`src/rtl/grf_write_monitor.sv`:
```
// grf_write_monitor: records every committed GRF write {PC, A3, WD} in a small
// FIFO and drains each event as three 32-bit beats: PC, {27'b0, A3}, WD.
module grf_write_monitor #(
  parameter int DEPTH  = 8,
  parameter int ADDR_W = 3
) (
  input  logic              Clk,
  input  logic              Reset,
  input  logic              RFWr,
  input  logic [4:0]        A3,
  input  logic [31:0]       WD,
  input  logic [31:0]       PC,
  output logic [31:0]       Out_Word,
  output logic              Out_Valid,
  input  logic              Out_Ready,
  output logic              Out_Last,
  output logic              Full,
  output logic              Empty,
  output logic [ADDR_W:0]   Count,
  output logic [15:0]       Drop_Count,
  output logic [1:0]        Dbg_Beat
);

  typedef enum logic [1:0] {
    BEAT_PC = 2'd0,
    BEAT_A3 = 2'd1,
    BEAT_WD = 2'd2
  } beat_e;

  localparam logic [ADDR_W:0]   FULL_CNT = DEPTH[ADDR_W:0];
  localparam logic [ADDR_W-1:0] PTR_ONE  = {{(ADDR_W-1){1'b0}}, 1'b1};
  localparam logic [ADDR_W:0]   CNT_ONE  = {{ADDR_W{1'b0}}, 1'b1};

  // Entry layout: {PC[68:37], A3[36:32], WD[31:0]}
  logic [68:0]       r_mem [DEPTH];
  logic [ADDR_W-1:0] r_wr_ptr;
  logic [ADDR_W-1:0] r_rd_ptr;
  logic [ADDR_W:0]   r_count;
  logic [15:0]       r_drop;
  beat_e             r_beat;
  beat_e             w_beat_nxt;

  logic              w_capture;
  logic              w_handshake;
  logic              w_pop;
  logic              w_push;
  logic              w_drop;
  logic [68:0]       w_head;

  // Stream handshake: a beat transfers on a rising edge where Out_Valid and
  // Out_Ready are both high; while Out_Valid && !Out_Ready, Out_Word/Out_Last hold.
  assign Empty       = (r_count == '0);
  assign Full        = (r_count == FULL_CNT);
  assign Out_Valid   = !Empty;
  assign Count       = r_count;
  assign Drop_Count  = r_drop;
  assign Dbg_Beat    = r_beat;

  assign w_capture   = RFWr && (A3 != 5'd0);
  assign w_handshake = Out_Valid && Out_Ready;
  assign w_pop       = w_handshake && (r_beat == BEAT_WD);
  // A pop on the same edge frees a slot, so a full FIFO still accepts the push.
  assign w_push      = w_capture && (!Full || w_pop);
  assign w_drop      = w_capture && Full && !w_pop;
  assign w_head      = r_mem[r_rd_ptr];

  always_ff @(posedge Clk) begin
    if (w_push) begin
      r_mem[r_wr_ptr] <= {PC, A3, WD};
    end
  end

  always_ff @(posedge Clk or negedge Reset) begin
    if (!Reset) begin
      r_wr_ptr <= '0;
      r_rd_ptr <= '0;
      r_count  <= '0;
      r_drop   <= '0;
    end else begin
      if (w_push) begin
        r_wr_ptr <= r_wr_ptr + PTR_ONE;
      end
      if (w_pop) begin
        r_rd_ptr <= r_rd_ptr + PTR_ONE;
      end
      case ({w_push, w_pop})
        2'b10:   r_count <= r_count + CNT_ONE;
        2'b01:   r_count <= r_count - CNT_ONE;
        default: r_count <= r_count;
      endcase
      if (w_drop && (r_drop != 16'hFFFF)) begin
        r_drop <= r_drop + 16'd1;
      end
    end
  end

  // Beat sequencer: state register
  always_ff @(posedge Clk or negedge Reset) begin
    if (!Reset) begin
      r_beat <= BEAT_PC;
    end else begin
      r_beat <= w_beat_nxt;
    end
  end

  // Beat sequencer: next state, advancing only on a handshake
  always_comb begin
    w_beat_nxt = r_beat;
    if (w_handshake) begin
      case (r_beat)
        BEAT_PC: w_beat_nxt = BEAT_A3;
        BEAT_A3: w_beat_nxt = BEAT_WD;
        default: w_beat_nxt = BEAT_PC;
      endcase
    end
  end

  // Beat sequencer: outputs
  always_comb begin
    Out_Word = 32'h0;
    Out_Last = 1'b0;
    if (!Empty) begin
      case (r_beat)
        BEAT_PC: Out_Word = w_head[68:37];
        BEAT_A3: Out_Word = {27'b0, w_head[36:32]};
        default: Out_Word = w_head[31:0];
      endcase
      Out_Last = (r_beat == BEAT_WD);
    end
  end

endmodule
```
`config.mk`:
```
export PLATFORM = sky130hd
export DESIGN_NAME = grf_write_monitor
export DESIGN_NICKNAME = d
export VERILOG_FILES = /design/src/rtl/grf_write_monitor.sv
export SDC_FILE = /design/constraint.sdc
export NUM_CORES = 1
export LEC_CHECK = 0
export BUFFER_PORTS_ARGS = -buffer_cell sky130_fd_sc_hd__buf_4
export CORE_MARGIN = 3
export CORE_UTILIZATION = 45
export CTS_CLUSTER_DIAMETER = 30
export DETAILED_ROUTE_END_ITERATION = 10
export SETUP_SLACK_MARGIN = 0.3
export SLEW_MARGIN = 20
export SYNTH_ARGS = -nofsm -noshare
export SYNTH_HDL_FRONTEND = slang
export SYNTH_SLANG_ARGS = --single-unit
```
`constraint.sdc`:
```
create_clock -name Clk -period 11.13 [get_ports Clk]
set_clock_uncertainty 0.15 [all_clocks]
set_input_delay 1.113 -clock Clk [delete_from_list [all_inputs] [get_ports Clk]]
set_output_delay 1.113 -clock Clk [all_outputs]
set_load 0.03 [all_outputs]
```
=== After elaboration in Yosys (flattened, before gate mapping) ===
Memory sizes are Yosys's and may differ from the RTL's.
Cells that the tools add are included.
Widths: inputs -> output; s select.

* Add/subtract/negate cells: 5
* Equal/unequal tests: 6
* Mux-type cells: 7
* Reductions and logical operators: 15

{| class="wikitable"
|+ Operators with widths
! kind !! count
|-
| $pmux 32 s2 || 1
|-
| $mux 32 || 1
|-
| $add 16x1->16 const B || 1
|-
| $ne 16x16->1 const B || 1
|-
| $pmux 4 s2 || 1
|-
| $logic_and 1x1->1 || 7
|-
| $add 3x1->3 const B || 2
|-
| $reduce_bool 5->1 || 1
|-
| $add 4x1->4 const B || 1
|-
| $eq 2x1->1 const B || 2
|-
| $eq 2x2->1 const B || 2
|-
| $eq 4x4->1 const B || 1
|-
| $logic_not 4->1 || 1
|-
| $pmux 2 s2 || 1
|-
| $sub 4x1->4 const B || 1
|-
| $logic_not 1->1 || 3
|-
| $mux 1 || 3
|-
| $logic_not 2->1 || 1
|-
| $reduce_bool 2->1 || 1
|-
| $logic_or 1x1->1 || 1
|}

* Flip-flop bits (word level): 28
* Memory bits (writable): 552
* Word-level logic and storage cells: 39
* Memories: 1

{| class="wikitable"
|+ Memory list
! name !! depth !! bits a word !! read ports !! clocked after memory_dff !! wr ports !! line !! text
|-
| r_mem || 8 || 69 || 1 || 0 || 1 || 35 || <nowiki>logic [68:0] r_mem [DEPTH];</nowiki>
|}

=== Depth between registers and ports, before layout ===
Gate-level depths: netlist of the first run.

* Depth in word-level cells: 8
* Mapped depth: 10
* Gate-level depth less buffers: 10

=== Least setup slack after synthesis of the first run ===
No wires, ideal clock.

* Path kind: input to register
* From: input port Out_Ready
* To: memory r_mem[0][0] (enable)
* Arrival time: 8.188 ns
* Path slack: 2.127 ns
* Stages on the path: 4
* Path buffers: 0
* Cell sequence: nand3b_1 -> o21ai_1 -> nand2b_1 -> nor4_1

* Word-level cells in the longest chain between the ends: 6

{| class="wikitable"
|+ Ends and longest elaborated chain
! what !! line !! text
|-
| from (decl) || 15 || <nowiki>input logic Out_Ready,</nowiki>
|-
| $logic_and 1x1->1 || 60 || <nowiki>assign w_handshake = Out_Valid && Out_Ready;</nowiki>
|-
| $logic_and 1x1->1 || 61 || <nowiki>assign w_pop = w_handshake && (r_beat == BEAT_WD);</nowiki>
|-
| $logic_or 1x1->1 || 63 || <nowiki>assign w_push = w_capture && (!Full || w_pop);</nowiki>
|-
| $logic_and 1x1->1 || 63 ||
|-
| $mux 1 || 68 || <nowiki>if (w_push) begin</nowiki>
|-
| $mux 1 (not written as such) || 69 || <nowiki>r_mem[r_wr_ptr] <= {PC, A3, WD};</nowiki>
|-
| to (decl) || 35 ||
|}

Every way passes these cells.

=== Worst setup path after layout of the first run ===
* From: register r_rd_ptr[1]
* To: output port Out_Word[21]

* Word-level cells in the longest chain between the ends: 3

{| class="wikitable"
|+ Ends and longest elaborated chain
! what !! line !! text
|-
| from (decl) || 37 || <nowiki>logic [ADDR_W-1:0] r_rd_ptr;</nowiki>
|-
| from (signal assigned) || 84 || <nowiki>r_rd_ptr <= r_rd_ptr + PTR_ONE;</nowiki>
|-
| $mem_v2 8x69 || - ||
|-
| $pmux 32 s2 || 123 || <nowiki>case (r_beat)</nowiki>
|-
| $mux 32 || 122 || <nowiki>if (!Empty) begin</nowiki>
|-
| to (decl) || 13 || <nowiki>output logic [31:0] Out_Word,</nowiki>
|}

Every way passes these cells.

==> results.md, run 1 <==
* Slew at the pin with the worst max-slew slack at around 1.0 ns
* Number of I/O port buffers at between 100 and 150
* Vias in the first global route at between 10000 and 15000
* Die Ht at around 230 µm
* CTS root buffer: clkbuf_16
* Clk_lat worst skew at approximately 0.62 ns
* DRC viols at 0
* Die X at around 230 µm
* Total gr overflow at 0
* Clock sinks at 580
* Worst Path Required at 9.87 ns
* Post-synth EDFFs at between 500 and 600
* Fin cells at approximately 2100
* # IOs at around 130
* Design area at around 0.028 mm²
* Highest-delay cell along the critical path: dfrtp_4
* R2r startpoint: Count[0]$_DFFE_PN0P_
* Mapped Area at roughly 0.023 mm²
* Slew Viols, Final at 0
* Layout cells sized above 1 at between 20 and 30%
* Avg WL per Cell at roughly 25 µm
* Fin nets at 1459
* Count of final setup violators at 0
* RSZ-0062 raised after global routing: no
* Inst Count DP at 1927
* Critical Path Max Stage Delay at between 0.7 and 0.8 ns
* Crit share post-route at 43.8%
* Yosys cell types at 44
* Syn_nets at 1252
* H-tree levels at 3
* Largest net degree at the start of global routing at about 130
* Max FO, Critical Path at roughly 130
* Post-place instance area at 0.0244 mm²
* Worst path bufs/invs at 3
* Max cap viols at 0
* Fmax at 0.205 GHz
* CP arrival at approximately 3.6 ns
* Post-layout minimum cycle time at between 4 and 5 ns
* Power Density at 304 mW/mm²
* # rows at a little over 80
* Via count at around 12000
* RR Endpoint: r_mem[3][27]$_DFFE_PP_
* Maximum VDD drop at around 190 µV
* CTS Hold Bufs at 0
* Post-DR vias/cell at between 5 and 6
* Hold Vio Cnt, Final at 0
* Top cell family by delay on the critical path: buffers and inverters
* DRT antenna net count at 0
* R2R cell count at 7
* CTS max path bufs at 3
* Core area at slightly below 0.05 mm²
* DR iter-0 viols at 879
* Async SR Flop Fraction at 4.83%
* Post-DP HPWL at ~27 mm
* First-pass GRT wire length at approximately 80 mm
* TritonCTS clock tree: done
* YS warnings at 0
* Register area share after synthesis at between 70% and 80%
* Initial antenna violation count at 5
* Slew HR at about a third
* Pre-antenna DRT Iters at 5
* Leakage at 9.93 nW
* Critical path class: reg2out
* Die area at approximately 0.053 mm²
* TNS Setup at 0 ns
* Mapped Cells at roughly 1200
* Worst reg2reg setup slack at 7.21 ns
* Synthesis-stage register bit count at a little under 600
* Top FF cell, synth: edfxtp_1
* Post-CTS Setup Bufs at 0
* Syn avg cell area at approximately 19 µm²
* Area growth syn-to-layout at 25.7%
* # resized after CTS at 0
* Drt total wl at 52.8 mm
* Reg clk slew, reported paths at about 0.040 ns
* Crit-path cells: buf_16, buf_12, mux4_2, o211ai_1, a21oi_1, buf_4
* CP Capture Type: primary output
* Setup crit start kind: flop
* Final RePlAce weighted congestion at ~0.76
* Path category of the worst min-delay check: in2async
* Status: finished clean
* GRT Total Usage at 20.2%
* Cts bufs inserted at 114
* Initial Utilization at roughly 46%
[kinds of logic after synthesis]
kind of cell / after synthesis / synth area share [%]
AO/OA/AOI/OAI: 156 / 4.87
flip-flops: 580 / 76.5
adder cells (fa/ha/maj): 6 / 0.366
AND/OR/NAND/NOR: 106 / 2.59
XOR/XNOR: 19 / 0.737
buffers and inverters: 70 / 1.31
multiplexers: 236 / 13.7
[power breakdown]
part / leakage, nW / switching [mW] / total, mW / internal [mW]
clock network: 1.90 / 1.09 / 3.44 / 2.35
registers: 5.37 / 0.131 / 2.87 / 2.74
logic: 2.66 / 1.46 / 2.33 / 0.863
total: 9.93 / 2.68 / 8.63 / 5.95
[synth_stat cells (all sizes together), types with 2 or more instances]
cell type  number  area share (%)
edfxtp        552              73
mux2i         172             7.6
a22oi          84             2.8
mux4           57             5.7
nand3          40            0.89
clkbuf         35            0.58
a21oi          31            0.69
buf            29            0.63
dfrtp          28             3.1
o211ai         28            0.93
nand2          16            0.27
xnor2          16            0.62
nor2           12            0.21
mux2            7            0.35
nand4           7            0.19
a211oi          6            0.22
and3            6            0.17
inv             6            0.10
nor2b           6            0.17
ha              5            0.28
nor3            5            0.11
nor4            5            0.27
nand2b          3           0.083
xor2            3            0.12
a22o            2           0.078
o21ai           2           0.061
[cells in the final DEF (no fill, tap or decap), types with 12 or more instances in the layout]
cell and count:
clkinv_1 19, clkinv_2 18, a22oi_1 84, dfrtp_1 24, clkbuf_16 117, xnor2_1 16
clkinvlp_4 12, mux4_2 57, buf_4 153, edfxtp_1 552, nand3_1 40, o211ai_1 28
bufinv_16 19, clkbuf_1 14, nand2_1 16, mux2i_1 172, a21oi_1 31
[metrics by stage]
| stage | power (mW) | util, % | hold slack, ns | setup WS, ns |
|---|---|---|---|---|
| global route | 8.99 | 57.6 | 0.272 | 5.95 |
| finish | 8.63 | 57.6 | 0.266 | 6.25 |
| global placement | 5.23 | 49.5 | 0.369 | 6.64 |
| CTS | 8.71 | 57.6 | 0.241 | 5.96 |
| floorplan | 4.44 | - | 0.367 | 2.13 |
| detailed placement | 5.26 | 49.5 | 0.379 | 6.64 |
[registers in the layout (all words and copies together), names as in the netlist]
| register | count |
|---|---|
| r_wr_ptr | 3 |
| Dbg_Beat | 2 |
| Drop_Count | 16 |
| Count | 4 |
| r_rd_ptr | 3 |
| r_mem | 552 |
[cell type report]
| cell class | count | area, µm² |
|---|---|---|
| multi-input cells | 523 | 5090 |
| clock buffers | 132 | 2990 |
| repair buffers | 155 | 1200 |
| inverters | 6 | 22.5 |
| fillers | 3755 | 20900 |
| flip-flops and latches | 580 | 17300 |
| well taps | 664 | 831 |
| clock inverters | 81 | 966 |
| diodes | 4 | 10.0 |
[layer usage]
metal / vias to the layer above / GRT usage [%] / share of wire, %
met5: - / 0 / 0.023
met2: 324 / 33.1 / 50
met3: 73 / 4.60 / 5.3
met1: 6203 / 27.0 / 43
met4: 2 / 6.33 / 1.8
li1: 5290 / - / -
[worst max path at each step]
stage	from	endpoint	slack [ns]	cells after the start
after floorplan	Out_Ready	r_mem[0][0]$_DFFE_PP_	2.13	4
final	r_rd_ptr[1]$_DFFE_PN0P_	Out_Word[21]	6.25	6
after global placement	r_rd_ptr[1]$_DFFE_PN0P_	Out_Word[21]	6.64	5
after CTS	r_rd_ptr[1]$_DFFE_PN0P_	Out_Word[21]	5.96	5
after global routing	r_rd_ptr[1]$_DFFE_PN0P_	Out_Word[21]	5.95	7
after detailed placement	r_rd_ptr[1]$_DFFE_PN0P_	Out_Word[21]	6.64	5
Power figures use the tool's default switching activity.
==> run 2: changes to the inputs <==
Clock period 11.13 ns to 5.07 ns, I/O delays scaled along.
==> results.md, run 2 (same netlist as run 1, synthesis figures left out) <==
* Status: finished clean
* Most frequent cells in the layout: edfxtp_1 (552), mux2i_1 (172), buf_4 (148)
* Post-layout minimum cycle time at a little under 4 ns
* Max FO, Critical Path at 39 (-70%)
* CTS root buffer: clkbuf_16
* Maximum VDD drop at 418 µV (+120%)
* Initial Utilization at 45.9% (unchanged)
* Slew at the pin with the worst max-slew slack at 1.05 ns (+0.0325 ns)
* # rows at 81 (unchanged)
* Reg clk slew, reported paths at 0.04 ns (about the same)
* CP Capture Type: primary output
* Hold Vio Cnt, Final at 0 (unchanged)
* Largest register FFs at 552 (unchanged)
* DRT antenna net count at 0 (unchanged)
* Most common cell after layout, fill and taps aside: edfxtp_1
* Reg power frac at 33.7% (+0.5 points)
* N_diodes at 0 (-4)
* CTS Hold Bufs at 70 (+70)
* H-tree levels at 3 (unchanged)
* Die X at 230 µm (unchanged)
* Core area at 0.0493 mm² (unchanged)
* DR iter-0 viols at 947 (+7.7%)
* Worst Path Required at 4.41 ns (-5.46 ns)
* Total gr overflow at 0 (unchanged)
* Initial antenna violation count at 4 (-1)
* Largest net degree at the start of global routing at 70 (-47%)
* Design area at 0.0290 mm² (+2.2%)
* GRT Total Usage at 19.8% (-0.41 points)
* Area growth syn-to-layout at 28.4%
* Power Density at 644 mW/mm² (+110%)
* Critical Path Max Stage Delay at 0.62 ns (-0.09 ns)
* Via count at 12170 (+2.3%)
* Leakage at 10.2 nW (+2.3%)
* TritonCTS clock tree: done
* Logic pwr share at 27.6% (+0.6 points)
* Pre-antenna DRT Iters at 8 (+3)
* Cts bufs inserted at 118 (+3.5%)
* NetSw at 5.91 mW (+120%)
* Final Total Pwr at 18.7 mW (+120%)
* Post-DP HPWL at 27.1 mm (-1.1%)
* Clock sinks at 580 (unchanged)
* Setup crit start kind: flop
* Number of I/O port buffers at 130 (unchanged)
* Layout cells sized above 1 at 26.7% (-1.6 points)
* Final RePlAce weighted congestion at 0.739 (-2.7%)
* Post-place instance area at 0.0245 mm² (+0.33%)
* Fmax at 0.254 GHz
* RSZ-0062 raised after global routing: no
* Largest Register: r_mem
* Worst path bufs/invs at 3 (unchanged)
* Die area at 0.0529 mm² (unchanged)
* Path category of the worst min-delay check: in2reg
* DRC viols at 0 (unchanged)
* Fin nets at 1532 (+5.0%)
* Drt total wl at 51.6 mm (-2.4%)
* Avg WL per Cell at 23.3 µm (-5.4%)
* Crit-path cells: buf_4, buf_4, mux4_2, nand3_1, and3_1, a211oi_1, buf_4
* Vias in the first global route at 12888 (+2.2%)
* Top cell family by delay on the critical path: buffers and inverters
* Dominant cell type by count on the critical path: buf_4
* Count of final setup violators at 0 (unchanged)
* Clk_lat worst skew at 0.63 ns (about the same)
* Max cap viols at 0 (unchanged)
* Critical path class: reg2out
* Internal power at 12.8 mW (+110%)
* Slew HR at 29.8% (-2.1 points)
* Slew Viols, Final at 0 (unchanged)
* Die Ht at 230 µm (unchanged)
* CP arrival at 3.28 ns (-0.33 ns)
* Post-DR vias/cell at 5.50 (-0.81%)
* # resized after CTS at 0 (unchanged)
* Post-CTS Setup Bufs at 0 (unchanged)
* CTS max path bufs at 3 (unchanged)
* Crit share post-route at around 78%
* # IOs at 131 (unchanged)
* First-pass GRT wire length at 79.0 mm (-0.98%)
* Net Sw Frac at 31.6% (+0.53 points)
* Clk pwr share at 38.8% (-1.0 points)
* Highest-delay cell along the critical path: buf_4
[run 2: cell count changes in the layout (fill, tap and decap cells not counted), sizes merged]
cell         before  now
buf             155  154
bufinv           19   11
clkbuf          132  142
clkinv           48   47
clkinvlp         12   14
diode             4    0
dlygate4sd3       0   70
[run 2: area by class of cell]
| cell class | instances | area, µm² |
|---|---|---|
| clock buffer | 142 | 3070 |
| clock inverter | 74 | 758 |
| fill | 3721 | 20200 |
| inverter | 6 | 22.5 |
| multi-input combinational | 523 | 5110 |
| sequential | 580 | 17300 |
| tap | 664 | 831 |
| timing repair buffer | 224 | 1930 |
[run 2: path summary, 6_finish.rpt]
path                                         endpoint  depth (start not counted)  slack [ns]                  startpoint
setup / recovery                          Out_Word[0]                          7        1.13     r_rd_ptr[2]$_DFFE_PN0P_
hold reg to reg            Drop_Count[11]$_DFFE_PN0P_                          1        0.37  Drop_Count[11]$_DFFE_PN0P_
hold / removal                Dbg_Beat[0]$_DFFE_PN0P_                          3        0.13                   Out_Ready
max in group asynchronous     Dbg_Beat[1]$_DFFE_PN0P_                          2        4.26                       Reset
setup reg to reg               r_mem[0][34]$_DFFE_PP_                          5        1.35     Dbg_Beat[0]$_DFFE_PN0P_
min in group asynchronous     r_rd_ptr[1]$_DFFE_PN0P_                          2        0.20                       Reset
[run 2: power groups by stage]
stage | Clock, mW | Sequential, mW | Combinational, mW
2_1_floorplan | 0 | 6.37 | 3.35
3_3_place_gp | 0 | 6.35 | 5.14
3_5_place_dp | 0 | 6.37 | 5.18
4_1_cts | 7.35 | 6.30 | 5.25
5_1_grt | 7.62 | 6.35 | 5.53
6_report | 7.24 | 6.29 | 5.16
[run 2: metal layers]
metal	global-route usage (%)	share of wire (%)
met2	31.9	49
met3	4.03	4.3
met1	26.9	44
met5	0	0.080
met4	7.09	2.0
[run 2: tightest hold or removal path, delay by kind of cell]
| kind | cells | cell delay (ns) |
|---|---|---|
| buffers and inverters | 1 | 0.12 |
| muxes | 1 | 0.16 |
| and+or+nand+nor | 1 | 0.09 |
[run 2: through the flow]
| stage | setup slack, ns | hold slack, ns | setup TNS (ns) | utilization (%) | cells |
|---|---|---|---|---|---|
| after floorplan | -1.69 | 0.0614 | -391.93 | - | 1173 |
| after global placement | 1.37 | 0.310 | 0 | 49.7 | 1927 |
| after detailed placement | 1.28 | 0.308 | 0 | 49.7 | 1927 |
| after CTS | 1.07 | 0.108 | 0 | 58.9 | 2213 |
| after global routing | 0.950 | 0.126 | 0 | 58.9 | 2213 |
| final | 1.13 | 0.134 | 0 | 58.9 | 2213 |
